## src/rtl/flag_pkg.sv

```systemverilog
// Shared constants for the WISC flag/branch controller: opcodes, condition codes,
// flag bit positions and the FSM state encoding.
package flag_pkg;

    localparam logic [3:0] OP_ADD = 4'b0000;
    localparam logic [3:0] OP_SUB = 4'b0001;
    localparam logic [3:0] OP_XOR = 4'b0010;
    localparam logic [3:0] OP_SLL = 4'b0100;
    localparam logic [3:0] OP_SRA = 4'b0101;
    localparam logic [3:0] OP_ROR = 4'b0110;

    localparam logic [2:0] CC_NE     = 3'b000;
    localparam logic [2:0] CC_EQ     = 3'b001;
    localparam logic [2:0] CC_GT     = 3'b010;
    localparam logic [2:0] CC_LT     = 3'b011;
    localparam logic [2:0] CC_GTE    = 3'b100;
    localparam logic [2:0] CC_LTE    = 3'b101;
    localparam logic [2:0] CC_OVFL   = 3'b110;
    localparam logic [2:0] CC_ALWAYS = 3'b111;

    localparam int N_BIT = 2;
    localparam int Z_BIT = 1;
    localparam int V_BIT = 0;

    typedef enum logic {
        ST_IDLE = 1'b0,
        ST_WAIT = 1'b1
    } state_e;

endpackage

```

## src/rtl/cond_eval.sv

```systemverilog
// Combinational branch-condition evaluator: condition code plus {N,Z,V} to taken.
module cond_eval
    import flag_pkg::*;
(
    input  logic [2:0] ccc,
    input  logic [2:0] flags,
    output logic       taken
);

    logic n;
    logic z;
    logic v;

    assign n = flags[N_BIT];
    assign z = flags[Z_BIT];
    assign v = flags[V_BIT];

    always_comb begin
        taken = 1'b0;
        case (ccc)
            CC_NE:     taken = !z;
            CC_EQ:     taken = z;
            CC_GT:     taken = !z && !n;
            CC_LT:     taken = n;
            CC_GTE:    taken = z || (!z && !n);
            CC_LTE:    taken = n || z;
            CC_OVFL:   taken = v;
            CC_ALWAYS: taken = 1'b1;
            default:   taken = 1'b0;
        endcase
    end

endmodule

```

## src/rtl/branch_flag_ctrl.sv

```systemverilog
// Owns the N/Z/V flags and resolves ID-stage branches, stalling once on a flag hazard.
// Build option: define FLAG_FWD_EN to resolve on forwarded EX flags with no stall.
//
// state | meaning
// IDLE  | normal; branches resolve same cycle unless an EX flag writer is pending
// WAIT  | one stall cycle taken; flags now hold the writer's result, resolve now
module branch_flag_ctrl
    import flag_pkg::*;
(
    input  logic       clk,
    input  logic       rst_n,
    input  logic       ex_valid,
    input  logic [3:0] ex_opcode,
    input  logic       ex_n,
    input  logic       ex_z,
    input  logic       ex_v,
    input  logic       br_valid,
    input  logic [2:0] br_ccc,
    input  logic       flush,
    output logic [2:0] flags,
    output logic       stall,
    output logic       br_resolve,
    output logic       br_taken
);

    state_e     state_q, state_d;
    logic [2:0] flags_q, flags_d;
    logic [2:0] wr_en;
    logic [2:0] ex_flags;
    logic [2:0] eval_flags;
    logic       cond_taken;
    logic       resolve;

    always_comb begin
        wr_en = 3'b000;
        case (ex_opcode)
            OP_ADD, OP_SUB:                 wr_en = 3'b111;
            OP_XOR, OP_SLL, OP_SRA, OP_ROR: wr_en = 3'b010;
            default:                        wr_en = 3'b000;
        endcase
    end

    assign ex_flags = {ex_n, ex_z, ex_v};

    // Commit ignores flush: the EX instruction is older than the redirect.
    always_comb begin
        flags_d = flags_q;
        if (ex_valid) begin
            flags_d = (flags_q & ~wr_en) | (ex_flags & wr_en);
        end
    end

`ifdef FLAG_FWD_EN
    assign eval_flags = flags_d;
`else
    logic ex_writer;
    assign ex_writer  = ex_valid && (wr_en != 3'b000);
    assign eval_flags = flags_q;
`endif

    cond_eval u_cond_eval (
        .ccc   (br_ccc),
        .flags (eval_flags),
        .taken (cond_taken)
    );

    always_comb begin
        state_d = state_q;
        stall   = 1'b0;
        resolve = 1'b0;
        case (state_q)
            ST_IDLE: begin
                if (!flush && br_valid) begin
`ifdef FLAG_FWD_EN
                    resolve = 1'b1;
`else
                    if (ex_writer) begin
                        stall   = 1'b1;
                        state_d = ST_WAIT;
                    end else begin
                        resolve = 1'b1;
                    end
`endif
                end
            end
            ST_WAIT: begin
                state_d = ST_IDLE;
                if (!flush) begin
                    resolve = 1'b1;
                end
            end
            default: state_d = ST_IDLE;
        endcase
    end

    assign br_resolve = resolve;
    assign br_taken   = resolve && cond_taken;
    assign flags      = flags_q;

    always_ff @(posedge clk or negedge rst_n) begin
        if (!rst_n) begin
            state_q <= ST_IDLE;
            flags_q <= 3'b000;
        end else begin
            state_q <= state_d;
            flags_q <= flags_d;
        end
    end

endmodule
```

## config.mk

```make
export PLATFORM = sky130hd
export DESIGN_NAME = branch_flag_ctrl
export DESIGN_NICKNAME = d
export VERILOG_FILES = /design/src/rtl/flag_pkg.sv /design/src/rtl/cond_eval.sv /design/src/rtl/branch_flag_ctrl.sv
export SDC_FILE = /design/constraint.sdc
export NUM_CORES = 1
export LEC_CHECK = 0
export CAP_MARGIN = 20
export CORE_AREA = 4 4 41 43
export CTS_BUF_LIST = sky130_fd_sc_hd__clkbuf_16
export CTS_CLUSTER_SIZE = 25
export DETAILED_ROUTE_END_ITERATION = 8
export DIE_AREA = 0 0 45 47
export HOLD_SLACK_MARGIN = 0.03
export PLACE_DENSITY = 0.52
export SLEW_MARGIN = 20
export SYNTH_ARGS = -nofsm -noshare
export SYNTH_HDL_FRONTEND = slang
export SYNTH_SLANG_ARGS = --single-unit
```

## constraint.sdc

```tcl
create_clock -name clk -period 2.1 [get_ports clk]
set_input_delay 0.42 -clock clk [delete_from_list [all_inputs] [get_ports clk]]
set_output_delay 0.42 -clock clk [all_outputs]
set_load 0.005 [all_outputs]
```

==> results_dict.tcl <==
set metrics [dict create \
    netlist_instances 24 \
    dpl-instance-area_sq_um 503 \
    grt_pass1_vias 348 \
    fp.dieW_microns 45 \
    maxCapViolations 0 \
    startpoint_type "input pin" \
    synth_area_sq_um 262 \
    coreArea_sq_um 1300 \
    cts_buffer_depth 2 \
    grt_max_degree 7 \
    drcViolationCount 0 \
    critPathKind "input pin to output pin" \
    swShare_pct 20.6 \
    routed_wl_microns 829 \
    synthesis.nets 39 \
    syn_avg_cell_area_sq_um 10.9 \
    clk_pin_slew_ns 0.03 \
    pre_cts_ws_ns -0.409 \
    p_int_uw 406 \
    io_buffer_count 20 \
    status "finished, final reports clean" \
    crit_required_ns 1.68 \
    synthFlopType "dfrtp_1" \
    async_flop_share_pct 100 \
    synth.area.top_cells "dfrtp_1, nor4b_2, a211oi_1" \
    antenna_found_initial 0 \
    htree_levels 1 \
    rsz0062_at_grt "no" \
    crit_fanout 3 \
    grt_pass1_wl_microns 1320 \
    fmax_mhz 494 \
    yosys.area.top_type_share_pct 38.3 \
    clk_latency_ns 0.22 \
    drt-pass1-iter-count 2 \
    fp.dieH_microns 47 \
    clock-sinks 4 \
    cts_inserted_buffers 3 \
    clock_skew_ns 0 \
    hold_path_class "input pin to asynchronous set/reset pin" \
    routedWlPerCell_microns 12.8 \
    initial_utilization_pct 20.1 \
    synth_edf_count 0 \
    track_usage_pct 9.03 \
    synth_common_cells "dfrtp_1, a211oi_1, a21oi_1, mux2_1, nor4b_2" \
    netlist.top_cell.by_area "dfrtp_1" \
    p_leak_nw 0.255 \
    place_inst 62 \
    ctsHoldBuffers 0 \
    relSlewSlack_pct 75.4 \
    ant_nets 0 \
    grt_overflow 0 \
    ys_warn_count 0 \
    diodes 0 \
    fin_nets 67 \
    clockPowerShare_pct 57.6 \
    final_area_sq_um 611 \
    std_cell_rows 13 \
    worstMarginPinSlew_ns 0.367 \
    io_pins 21 \
    area_growth_pct 133 \
    cts_root_buffer "clkbuf_16" \
    setup_violations 0 \
    synthMostInstantiatedCell "dfrtp_1" \
    utilization_pct 46.9 \
    stdcell_count 65 \
    gp_congestion 0.641 \
    slew_violations 0 \
    drtIter0Drc 1 \
    die_area_sq_um 2120 \
    p_switching_uw 105 \
    fin_ws_ns 0.0762 \
    layout-drive-gt1-share_pct 32.0 \
    power_density_nw_per_um2 837 \
    crit_path_end_kind "output pin" \
    fin_crit_sh_pct 96.4 \
    cts_tree "built" \
    cts_setup_buffers 0 \
    seq_area_frac_synth_pct 38.3 \
    avgViaCountPerCell 4.71 \
    p_comb_share_pct 21.5 \
    ir_worst_vdd_mv 0.871 \
    fin_crit_ns 2.02 \
    rrSetupSlack_ns 1.22 \
    dr_total_vias 306 \
    hold_viol 0 \
    ys_types 16 \
    ys_seq_elements 4 \
    crit_arrival_ns 1.60 \
    seqPwrFrac_pct 20.9 \
]
[worst paths after layout]
| kind | from | to | cells past startpoint |
|---|---|---|---|
| worst min register to register | state_q$_DFF_PN0_ | state_q$_DFF_PN0_ | 1 |
| worst max register to register | register | register | 1 |
| worst max-delay path | ex_opcode[3] | br_resolve | 6 |
| max in group asynchronous | rst_n | asynchronous set/reset pin | 1 |
| min in group clk | state_q$_DFF_PN0_ | state_q$_DFF_PN0_ | 1 |
| worst min-delay path | rst_n | asynchronous set/reset pin | 1 |
[power groups by stage]
stage / clock [mW] / sequential [mW] / combinational (mW)
floorplan: 0 / 0.104 / 0.0322
global placement: 0 / 0.104 / 0.102
detailed placement: 0 / 0.106 / 0.104
CTS: 0.301 / 0.107 / 0.109
global route: 0.310 / 0.109 / 0.119
finish: 0.294 / 0.107 / 0.110
[per-stage QoR]
stage          power, mW  hold slack [ns]  setup TNS [ns]
6_report           0.511            0.401               0
3_3_place_gp       0.206            0.448          -0.907
5_1_grt            0.538            0.410               0
2_1_floorplan      0.136            0.124               0
3_5_place_dp       0.209            0.463          -0.974
4_1_cts            0.517            0.405         -0.0114
[critical path: stages]
cell	delay, ns
clkdlybuf4s50_1	0.39
nand2b_4	0.14
a21o_4	0.21
a21oi_4	0.18
nor2_1	0.06
clkdlybuf4s15_1	0.21
[cell usage in the layout, fill, tap and decap left out, types with 2 or more instances in the layout]
master and count:
nor4b_4 2, clkdlybuf4s50_1 15, mux2_1 2, buf_2 2, dfrtp_1 4, a211oi_1 2
clkbuf_16 3, buf_4 3
[layout make-up]
class / instances / area [sq um]
clock buffer: 3 / 75.1
fill: 127 / 691
inverter: 1 / 3.75
multi-input combinational: 19 / 199
timing repair buffer: 23 / 214
sequential: 4 / 100
tap: 15 / 18.8
[cell families (layout without fill, tap and decap cells)]
family          after synthesis  count (layout)  synth area share, %
compound gates                8               8                 19.1
simple gates                  9               9                 32.5
buf+inv                       1              27                 1.43
flops                         4               4                 38.3
mux                           2               2                 8.61
[repair_timing]
action,4_1_cts,5_1_grt
gates resized for setup,14,4
endpoints found under the setup margin,3,2
hold endpoints to repair,0,0
pin swaps,1,1
[per-layer routing]
metal  share of wire, %  GRT usage (%)  up-vias  wire length (microns)
li1                   -              -      146                      -
met1                 37           9.38      141                    309
met2                 49           14.4       17                    406
met3                 10           1.53        2                     85
met4                3.4           10.5        0                     28
met5                  0              0        -                      0
No activity file was read; power rests on OpenSTA's default activity.
